`src/rtl/fetch_pkg.sv`:
```
// Shared types and constants for the instruction-fetch front end.
// Imported by fetch_fifo and fetch_stage.
package fetch_pkg;

    localparam int XLEN = 32;
    localparam logic [XLEN-1:0] NOP_INSTR = 32'h0000_0013;
    localparam logic [XLEN-1:0] RESET_PC_DEFAULT = 32'h0000_0000;

    typedef struct packed {
        logic [XLEN-1:0] instr;
        logic [XLEN-1:0] pc;
    } fetch_entry_t;

endpackage

```
`src/rtl/fetch_fifo.sv`:
```
// Synchronous prefetch FIFO of fetch entries with push/pop/flush.
// Flush takes priority over a simultaneous push or pop.
module fetch_fifo
    import fetch_pkg::*;
#(
    parameter int DEPTH = 2,
    localparam int AW = $clog2(DEPTH),
    localparam int CW = $clog2(DEPTH + 1)
) (
    input  logic         clk,
    input  logic         rst,
    input  logic         i_push,
    input  fetch_entry_t i_data,
    input  logic         i_pop,
    input  logic         i_flush,
    output fetch_entry_t o_head,
    output logic [CW-1:0] o_count,
    output logic         o_full,
    output logic         o_empty
);

    fetch_entry_t r_mem [DEPTH];
    logic [AW-1:0] r_wr;
    logic [AW-1:0] r_rd;
    logic [CW-1:0] r_count;
    logic w_push;
    logic w_pop;

    assign o_full  = (r_count == CW'(DEPTH));
    assign o_empty = (r_count == '0);
    assign o_count = r_count;
    assign o_head  = r_mem[r_rd];

    assign w_pop  = i_pop && !o_empty;
    assign w_push = i_push && (!o_full || w_pop);

    always_ff @(posedge clk) begin
        if (w_push && !i_flush) begin
            r_mem[r_wr] <= i_data;
        end
    end

    always_ff @(posedge clk) begin
        if (rst || i_flush) begin
            r_wr    <= '0;
            r_rd    <= '0;
            r_count <= '0;
        end else begin
            if (w_push) begin
                r_wr <= r_wr + AW'(1);
            end
            if (w_pop) begin
                r_rd <= r_rd + AW'(1);
            end
            r_count <= r_count + CW'(w_push) - CW'(w_pop);
        end
    end

endmodule

```
`src/rtl/fetch_stage.sv`:
```
// Instruction fetch: PC, credit-limited imem requests, prefetch FIFO, IF/ID reg.
// Optional FETCH_PERF_EN adds perf_fetched / perf_discarded counters.
module fetch_stage
    import fetch_pkg::*;
#(
    parameter logic [XLEN-1:0] RESET_PC = RESET_PC_DEFAULT,
    parameter int FIFO_DEPTH = 2
) (
    input  logic            clk,
    input  logic            rst,
    output logic            imem_req_valid,
    input  logic            imem_req_ready,
    output logic [XLEN-1:0] imem_req_addr,
    input  logic            imem_rsp_valid,
    input  logic [XLEN-1:0] imem_rsp_data,
    input  logic            redirect_valid,
    input  logic [XLEN-1:0] redirect_pc,
    input  logic            stall,
    output logic            id_valid,
    output logic [XLEN-1:0] id_instr,
    output logic [XLEN-1:0] id_pc,
    output logic [XLEN-1:0] id_pc_plus4
`ifdef FETCH_PERF_EN
    ,
    output logic [31:0]     perf_fetched,
    output logic [31:0]     perf_discarded
`endif
);

    localparam int AW = $clog2(FIFO_DEPTH);
    localparam int CW = $clog2(FIFO_DEPTH + 1);
    localparam logic [CW:0] DEPTH_C = (CW + 1)'(FIFO_DEPTH);

    logic [XLEN-1:0] r_pc;
    logic [CW-1:0]   r_inflight;
    logic [CW-1:0]   r_discard;
    logic [XLEN-1:0] r_pcq [FIFO_DEPTH];
    logic [AW-1:0]   r_pcq_wr;
    logic [AW-1:0]   r_pcq_rd;
    logic            r_id_valid;
    logic [XLEN-1:0] r_id_instr;
    logic [XLEN-1:0] r_id_pc;
    logic [XLEN-1:0] r_id_pc_plus4;

    logic          w_credit_ok;
    logic          w_issue;
    logic          w_rsp_keep;
    logic          w_load;
    logic          w_pop;
    fetch_entry_t  w_push_data;
    fetch_entry_t  w_head;
    logic [CW-1:0] w_fifo_count;
    logic          w_fifo_full;
    logic          w_fifo_empty;

    // Requests in flight plus buffered entries never exceed the FIFO size.
    assign w_credit_ok = ({1'b0, r_inflight} + {1'b0, w_fifo_count}) < DEPTH_C;
    assign imem_req_valid = !rst && !redirect_valid && !w_fifo_full && w_credit_ok;
    assign imem_req_addr  = r_pc;
    assign w_issue = imem_req_valid && imem_req_ready;

    assign w_rsp_keep  = imem_rsp_valid && (r_discard == '0);
    assign w_push_data = '{instr: imem_rsp_data, pc: r_pcq[r_pcq_rd]};

    assign w_load = !redirect_valid && (!stall || !r_id_valid);
    assign w_pop  = w_load && !w_fifo_empty;

    fetch_fifo #(
        .DEPTH (FIFO_DEPTH)
    ) u_fifo (
        .clk     (clk),
        .rst     (rst),
        .i_push  (w_rsp_keep),
        .i_data  (w_push_data),
        .i_pop   (w_pop),
        .i_flush (redirect_valid),
        .o_head  (w_head),
        .o_count (w_fifo_count),
        .o_full  (w_fifo_full),
        .o_empty (w_fifo_empty)
    );

    always_ff @(posedge clk) begin
        if (w_issue) begin
            r_pcq[r_pcq_wr] <= r_pc;
        end
    end

    always_ff @(posedge clk) begin
        if (rst) begin
            r_pc       <= RESET_PC;
            r_inflight <= '0;
            r_discard  <= '0;
            r_pcq_wr   <= '0;
            r_pcq_rd   <= '0;
        end else begin
            r_inflight <= r_inflight + CW'(w_issue) - CW'(imem_rsp_valid);
            if (redirect_valid) begin
                r_pc      <= redirect_pc & ~32'h3;
                r_discard <= r_inflight - CW'(imem_rsp_valid);
                r_pcq_wr  <= '0;
                r_pcq_rd  <= '0;
            end else begin
                if (w_issue) begin
                    r_pc     <= r_pc + 32'd4;
                    r_pcq_wr <= r_pcq_wr + AW'(1);
                end
                if (imem_rsp_valid) begin
                    if (r_discard != '0) begin
                        r_discard <= r_discard - CW'(1);
                    end else begin
                        r_pcq_rd <= r_pcq_rd + AW'(1);
                    end
                end
            end
        end
    end

    always_ff @(posedge clk) begin
        if (rst) begin
            r_id_valid    <= 1'b0;
            r_id_instr    <= NOP_INSTR;
            r_id_pc       <= '0;
            r_id_pc_plus4 <= '0;
        end else if (redirect_valid) begin
            r_id_valid <= 1'b0;
            r_id_instr <= NOP_INSTR;
        end else if (w_load) begin
            if (!w_fifo_empty) begin
                r_id_valid    <= 1'b1;
                r_id_instr    <= w_head.instr;
                r_id_pc       <= w_head.pc;
                r_id_pc_plus4 <= w_head.pc + 32'd4;
            end else begin
                r_id_valid <= 1'b0;
                r_id_instr <= NOP_INSTR;
            end
        end
    end

    assign id_valid    = r_id_valid;
    assign id_instr    = r_id_instr;
    assign id_pc       = r_id_pc;
    assign id_pc_plus4 = r_id_pc_plus4;

`ifdef FETCH_PERF_EN
    logic [31:0] r_perf_fetched;
    logic [31:0] r_perf_discarded;
    logic        w_dropped;

    assign w_dropped = imem_rsp_valid && (redirect_valid || r_discard != '0);

    always_ff @(posedge clk) begin
        if (rst) begin
            r_perf_fetched   <= '0;
            r_perf_discarded <= '0;
        end else begin
            if (w_pop) begin
                r_perf_fetched <= r_perf_fetched + 32'd1;
            end
            if (w_dropped) begin
                r_perf_discarded <= r_perf_discarded + 32'd1;
            end
        end
    end

    assign perf_fetched   = r_perf_fetched;
    assign perf_discarded = r_perf_discarded;
`endif

endmodule

```
`config.mk`:
```
export PLATFORM = sky130hd
export DESIGN_NAME = fetch_stage
export DESIGN_NICKNAME = d
export VERILOG_FILES = /design/src/rtl/fetch_pkg.sv /design/src/rtl/fetch_fifo.sv /design/src/rtl/fetch_stage.sv
export SDC_FILE = /design/constraint.sdc
export NUM_CORES = 1
export LEC_CHECK = 0
export ABC_AREA = 1
export ABC_CLOCK_PERIOD_IN_PS = 5320
export CAP_MARGIN = 15
export CORE_ASPECT_RATIO = 0.6
export CORE_UTILIZATION = 25
export CTS_CLUSTER_DIAMETER = 50
export DETAILED_ROUTE_END_ITERATION = 16
export HOLD_SLACK_MARGIN = 0.05
export PLACE_DENSITY = 0.5
export SETUP_SLACK_MARGIN = 0.2
export SYNTH_ARGS = -nofsm -noshare
export SYNTH_HDL_FRONTEND = slang
export SYNTH_SLANG_ARGS = --single-unit
```
`constraint.sdc`:
```
create_clock -name clk -period 5.32 [get_ports clk]
set_input_delay 0.798 -clock clk [delete_from_list [all_inputs] [get_ports clk]]
set_output_delay 0.798 -clock clk [all_outputs]
set_load 0.02 [all_outputs]
```
=== Yosys cells after proc, flatten, opt, wreduce, memory -nomap -nowiden ===
Memory sizes are Yosys's and may differ from the RTL's. A register that Yosys moved wholly into a read port is not among the register bits.
Cells that the tools add are included.

* $add $sub $neg: 13
* $lt $le $gt $ge: 1
* Equality and inequality tests: 1
* Multiplexer cells: 15
* Bitwise gates (word level): 3
* Reductions and logical operators: 29

{| class="wikitable"
|+ Operators by type and width
! operator !! number
|-
| 32-bit 2-to-1 mux || 3
|-
| 32-bit by 3-bit adder with 32-bit output, second input constant || 2
|-
| 1-bit logical AND || 10
|-
| 1-bit 2-to-1 mux || 9
|-
| 2-bit nonzero test || 4
|-
| 1-bit zero test || 6
|-
| 2-bit 2-to-1 mux || 3
|-
| 2-bit by 1-bit subtractor with 2-bit output || 3
|-
| 1-bit adder, second input constant || 4
|-
| 2-bit by 1-bit adder with 2-bit output || 2
|-
| 2-bit zero test || 2
|-
| 2-bit AND reduction || 2
|-
| 2-bit by 2-bit adder with 3-bit output || 1
|-
| 1-bit logical OR || 3
|-
| 3-bit by 2-bit < comparator with 1-bit output, second input constant || 1
|-
| 1-bit inverter || 3
|-
| 3-bit AND reduction || 1
|-
| 2-bit equality test, second input constant || 1
|-
| 2-bit OR reduction || 1
|-
| 2-bit by 1-bit subtractor with 2-bit output, second input constant || 1
|}

* Register bits after elaboration: 139
* Memory bits (writable): 192
* Input bits: 70
* Output and inout bits: 130
* Logic and storage cells: 77
* Memories kept: 2

{| class="wikitable"
|+ Memory list
! memory !! depth !! width !! rd ports !! clocked after Yosys merged registers in !! wr ports !! RTL line !! source
|-
| u_fifo.r_mem || 2 || 64 || 1 || 1 || 1 || fetch_fifo.sv:22 || <nowiki>fetch_entry_t r_mem [DEPTH];</nowiki>
|-
| r_pcq || 2 || 32 || 1 || 1 || 1 || fetch_stage.sv:37 || <nowiki>logic [XLEN-1:0] r_pcq [FIFO_DEPTH];</nowiki>
|}

=== Longest topological paths before layout ===
* Depth in word-level cells: 10
* Mapped depth: 14
* Depth with buffers taken out: 13

=== Hierarchy ===
From an unflattened synthesis, not the netlist that was laid out.

* Cells, all modules: 1,339
* Area, all modules: 13,848.3 um2

{| class="wikitable"
|+ By module, submodules not included
! module !! times used !! cells an instance !! area each (um2) !! sequential area each (um2)
|-
| fetch_stage || 1 || 1,099 || 8,668.3 || 4,444.3
|-
| fetch_fifo || 1 || 240 || 5,180.0 || 3,943.8
|}

=== Least setup slack after synthesis ===
No wires, ideal clock.

* Path kind: input-to-reg
* From: input port redirect_valid
* To: memory u_fifo.r_mem[1][10] (netlist bit) (enable)
* Setup time: 0.482 ns
* Arrival: 3.958 ns
* Data required time: 4.838 ns
* Setup slack: 0.880 ns
* Stages on the path: 5
* Path buffers: 0
* Path through: inv_2 nand2_2 a21oi_1 nand2_1 nor2_1

* Longest elaborated chain between the ends: 9

{| class="wikitable"
|+ Ends and longest elaborated chain
! item !! RTL line !! source
|-
| start, declared || fetch_stage.sv:16 || <nowiki>input logic redirect_valid,</nowiki>
|-
| 1-bit zero test || fetch_stage.sv:65 || <nowiki>assign w_load = !redirect_valid && (!stall || !r_id_valid);</nowiki>
|-
| 1-bit logical AND || fetch_stage.sv:65 ||
|-
| 1-bit logical AND || fetch_stage.sv:66 || <nowiki>assign w_pop = w_load && !w_fifo_empty;</nowiki>
|-
| 1-bit logical AND || fetch_fifo.sv:34 || <nowiki>assign w_pop = i_pop && !o_empty;</nowiki>
|-
| 1-bit logical OR || fetch_fifo.sv:35 || <nowiki>assign w_push = i_push && (!o_full || w_pop);</nowiki>
|-
| 1-bit logical AND || fetch_fifo.sv:35 ||
|-
| via u_fifo.w_push || fetch_fifo.sv:26 || <nowiki>logic w_push;</nowiki>
|-
| 1-bit logical AND || fetch_fifo.sv:38 || <nowiki>if (w_push && !i_flush) begin</nowiki>
|-
| 1-bit 2-to-1 mux || fetch_fifo.sv:38 ||
|-
| 1-bit 2-to-1 mux (implied by the code) || fetch_fifo.sv:39 || <nowiki>r_mem[r_wr] <= i_data;</nowiki>
|-
| end, declared || fetch_fifo.sv:22 ||
|}

The timed path passes the listed nets, and every way through them passes these cells.

=== Worst setup path after layout ===
* From: input port redirect_valid
* To: output port imem_req_valid

* Longest elaborated chain between the ends: 4

{| class="wikitable"
|+ Ends and longest elaborated chain
! item !! RTL line !! source
|-
| 1-bit zero test || fetch_stage.sv:58 || <nowiki>assign imem_req_valid = !rst && !redirect_valid && !w_fifo_full && w_credit_ok;</nowiki>
|-
| 1-bit logical AND (3 in series) || fetch_stage.sv:58 ||
|-
| end, declared || fetch_stage.sv:11 || <nowiki>output logic imem_req_valid,</nowiki>
|}

Every way passes these cells.

==> flow_metrics.py <==
metrics = {
    "sta": {
        "setup_violations": 0,
        "fin_setup_tns_ns": 0,
        "tightest_slew_ns": 0.826,
        "finalHoldViolCount": 0,
        "slew_headroom_pct": 44.9,
        "slew_viol_final": 0,
        "min_period_ns": 3.66,
        "rsz0062_at_grt": "no",
        "finClkSkew_ns": 0.0276,
        "final.period_utilization_pct": 68.8,
        "fmax_mhz": 273,
        "timing.hold.ws_ns": 0.450,
    },
    "routing": {
        "postRouteAntennaNets": 0,
        "vias_per_cell": 4.37,
        "drc": 0,
        "drtIter0Drc": 624,
        "first_pass_iters": 6,
        "wirelength_mm": 39.1,
        "wl_per_cell_um": 16.6,
        "vias": 10300,
    },
    "layout": {
        "drive_gt1_share_pct": 10.0,
        "fin_area_um2": 17400,
        "nNetsFinal": 1705,
        "diodes": 0,
        "synthToLayoutAreaGrowth_pct": 28.8,
    },
    "power": {
        "power_switching_mw": 1.55,
        "p_leak_nw": 6.43,
        "p_comb_share_pct": 10.3,
        "sw_frac_of_total_pct": 25.7,
        "intPower_mw": 4.49,
        "clkPwrFrac_pct": 43.4,
        "irDropWorstVdd_mv": 0.176,
        "p_per_area_nw_per_um2": 346,
        "sequentialPowerShare_pct": 46.3,
    },
    "clock_network": {
        "cts_setup_buffers": 0,
        "clkSlewWorstSetupHoldPaths_ns": 0.06,
        "root_buffer": "clkbuf_16",
        "clock_latency_ns": 0.55,
        "cts_tree": "built",
        "clock-sinks": 319,
        "cts_buffers": 38,
        "cts_max_path_buffers": 3,
        "htreeDepth": 2,
        "holdBufCountCts": 0,
        "cts_resized": 0,
    },
    "critical_path": {
        "crit_family": "buffers and inverters",
        "worst_setup_path_end_kind": "output pin",
        "crit_fanout": 6,
        "path_class": "primary input to output pin",
        "cp-start-kind": "primary input",
        "cp_slowest_cell": "clkdlybuf4s50_1",
        "worstPathRequired_ns": 4.52,
        "crit_arrival_ns": 2.86,
        "reg2regPathDepth": 13,
        "crit_cells": 5,
        "path_cells": "clkdlybuf4s50_1, nor2_2, inv_2, nor2_2, clkdlybuf4s50_1",
        "critPathMaxStageDelay_ns": 0.68,
        "path_buf_inv": 3,
    },
    "logic_synthesis": {
        "synthTopCellsByArea": "edfxtp_1 41%, dfxtp_1 20%, nand2_1 12%",
        "yosysSeqAreaShare_pct": 60.7,
        "syn_avg_cell_area_um2": 9.43,
        "ys_async_sr_fraction_pct": 0,
        "ys_ff_latch": 319,
        "synthFlopType": "edfxtp_1",
        "synthTopCellsByCount": "430 x nand2_1, 184 x edfxtp_1, 152 x nor2_1",
        "netlist.area_leader.share_pct": 40.8,
        "synth_enable_flop_cells": 184,
        "yosysTopAreaCell": "edfxtp_1",
        "syn_inst": 1437,
        "yosys_warnings": 0,
        "syn_area_um2": 13500,
        "synth_cell_type_count": 45,
        "synth_most_common_cell": "nand2_1",
    },
    "floorplanning": {
        "design.core.area_um2": 53000,
        "die_w_um": 303,
        "io_pins": 200,
        "die_h_um": 182,
        "start_util_pct": 25.5,
        "num_rows": 65,
        "dieArea_um2": 55200,
    },
    "place": {
        "postPlaceCellArea_um2": 16200,
        "portBuffers": 191,
        "post-dp-hpwl_mm": 26.9,
        "place.gp.congestion": 0.839,
    },
    "min_path": {
        "hold_depth": 1,
        "worstHoldPathType": "flop to flop",
    },
    "global_route": {
        "overflow": 0,
        "grt_first_pass_wirelength_mm": 59.0,
        "first_global_vias": 9707,
        "grt_max_degree": 64,
        "antenna_found_initial": 0,
        "grt_usage_pct": 14.0,
    },
    "status": {
        "status": "finished clean",
    },
    "flow_run": {
        "drv_cap": 0,
    },
}
## flip-flops by register name (all words and copies together) (netlist names), named ones only
signal and cells:
r_discard 2, r_inflight 2, r_pcq 60, u_fifo.r_wr 1, u_fifo.r_mem 124, id_valid 1, id_pc_plus4 30, id_pc 30
u_fifo.o_count 2, r_pcq_rd 1, id_instr 32, r_pcq_wr 1, u_fifo.r_rd 1, imem_req_addr 30
## power groups by stage
stage | Clock, mW | Sequential [mW] | Combinational (mW)
floorplan | 0 | 2.88 | 0.304
global placement | 0 | 2.84 | 0.619
detailed placement | 0 | 2.85 | 0.625
CTS | 2.70 | 2.79 | 0.629
global route | 2.82 | 2.81 | 0.685
finish | 2.62 | 2.79 | 0.620
## layout make-up
type | count | area [µm²]
sequential | 319 | 8230
tap | 703 | 880
clock inverter | 20 | 205
inverter | 114 | 434
timing repair buffer | 207 | 2040
clock buffer | 50 | 1060
multi-input combinational | 946 | 4600
fill | 5442 | 35600
## cells by family (layout without fill, tap and decap cells)
group | after synthesis | after routing | share of synthesized area (%)
compound gates | 149 | 149 | 6.13
xor+xnor | 17 | 17 | 1.10
simple gates | 734 | 734 | 22.9
buf+inv | 177 | 391 | 5.61
other cells | 1 | 6 | 0.0277
fa+ha+maj | 9 | 9 | 0.887
flops | 319 | 319 | 60.7
mux | 31 | 31 | 2.57
## worst reg2reg max path: stages (launching register included)
cell and delay (ns):
dfxtp_1 0.44, nand2_1 0.08, inv_1 0.07, fa_1 0.40, nor2_1 0.11, nand2_1 0.07
nor2_2 0.21, nand2_2 0.33, inv_1 0.69, nand2_1 0.20, nand3_1 0.12, o211ai_1 0.09
nand2_1 0.08, inv_1 0.04
## cells in the final DEF (no fill, tap or decap), types with 6 or more instances in the layout
master	Yosys	final
nand2_1	430	430
clkdlybuf4s50_1	0	190
edfxtp_1	184	184
nor2_1	152	148
dfxtp_1	135	134
inv_1	107	107
a21oi_1	72	72
nand3_1	63	63
o21ai_0	43	43
clkbuf_16	0	40
mux2_2	30	30
nor3_1	25	25
nand2_2	24	24
buf_4	9	15
xor2_1	14	14
a31oi_1	10	10
nand4_1	9	9
nor2_4	7	9
nor2_2	6	8
ha_1	8	8
clkbuf_1	32	8
nand3b_1	7	7
o211ai_1	6	6
clkinv_4	1	6
a211oi_1	6	6
conb_1	1	6
## through the flow
stage / setup WS (ns) / power [mW] / cells / util, %
floorplan: 0.880 / 3.18 / 1442 / -
global placement: 1.20 / 3.46 / 2289 / 30.5
detailed placement: 1.18 / 3.47 / 2289 / 30.5
CTS: 1.55 / 6.13 / 2359 / 32.9
global route: 1.49 / 6.31 / 2359 / 32.9
finish: 1.66 / 6.04 / 2359 / 32.9
## worst paths after layout
kind / to / slack, ns / startpoint
max: imem_req_valid / 1.66 / redirect_valid
min reg2reg: flop / 0.45 / u_fifo.r_rd$_SDFFE_PP0P_
min: flop / 0.45 / u_fifo.r_rd$_SDFFE_PP0P_
max reg2reg: imem_req_addr[8]$_SDFFE_PP0P_ / 2.30 / u_fifo.o_count[0]$_SDFF_PP0_
## layer usage
layer	wire [µm]	GRT usage, %	vias up	share of wire (%)
met3	2560	2.94	50	6.6
met4	661	3.32	0	1.7
met1	20400	21.9	4838	52
li1	-	-	5111	-
met5	0	0	-	0
met2	15500	19.3	309	40
No activity file was read; power rests on OpenSTA's default activity.
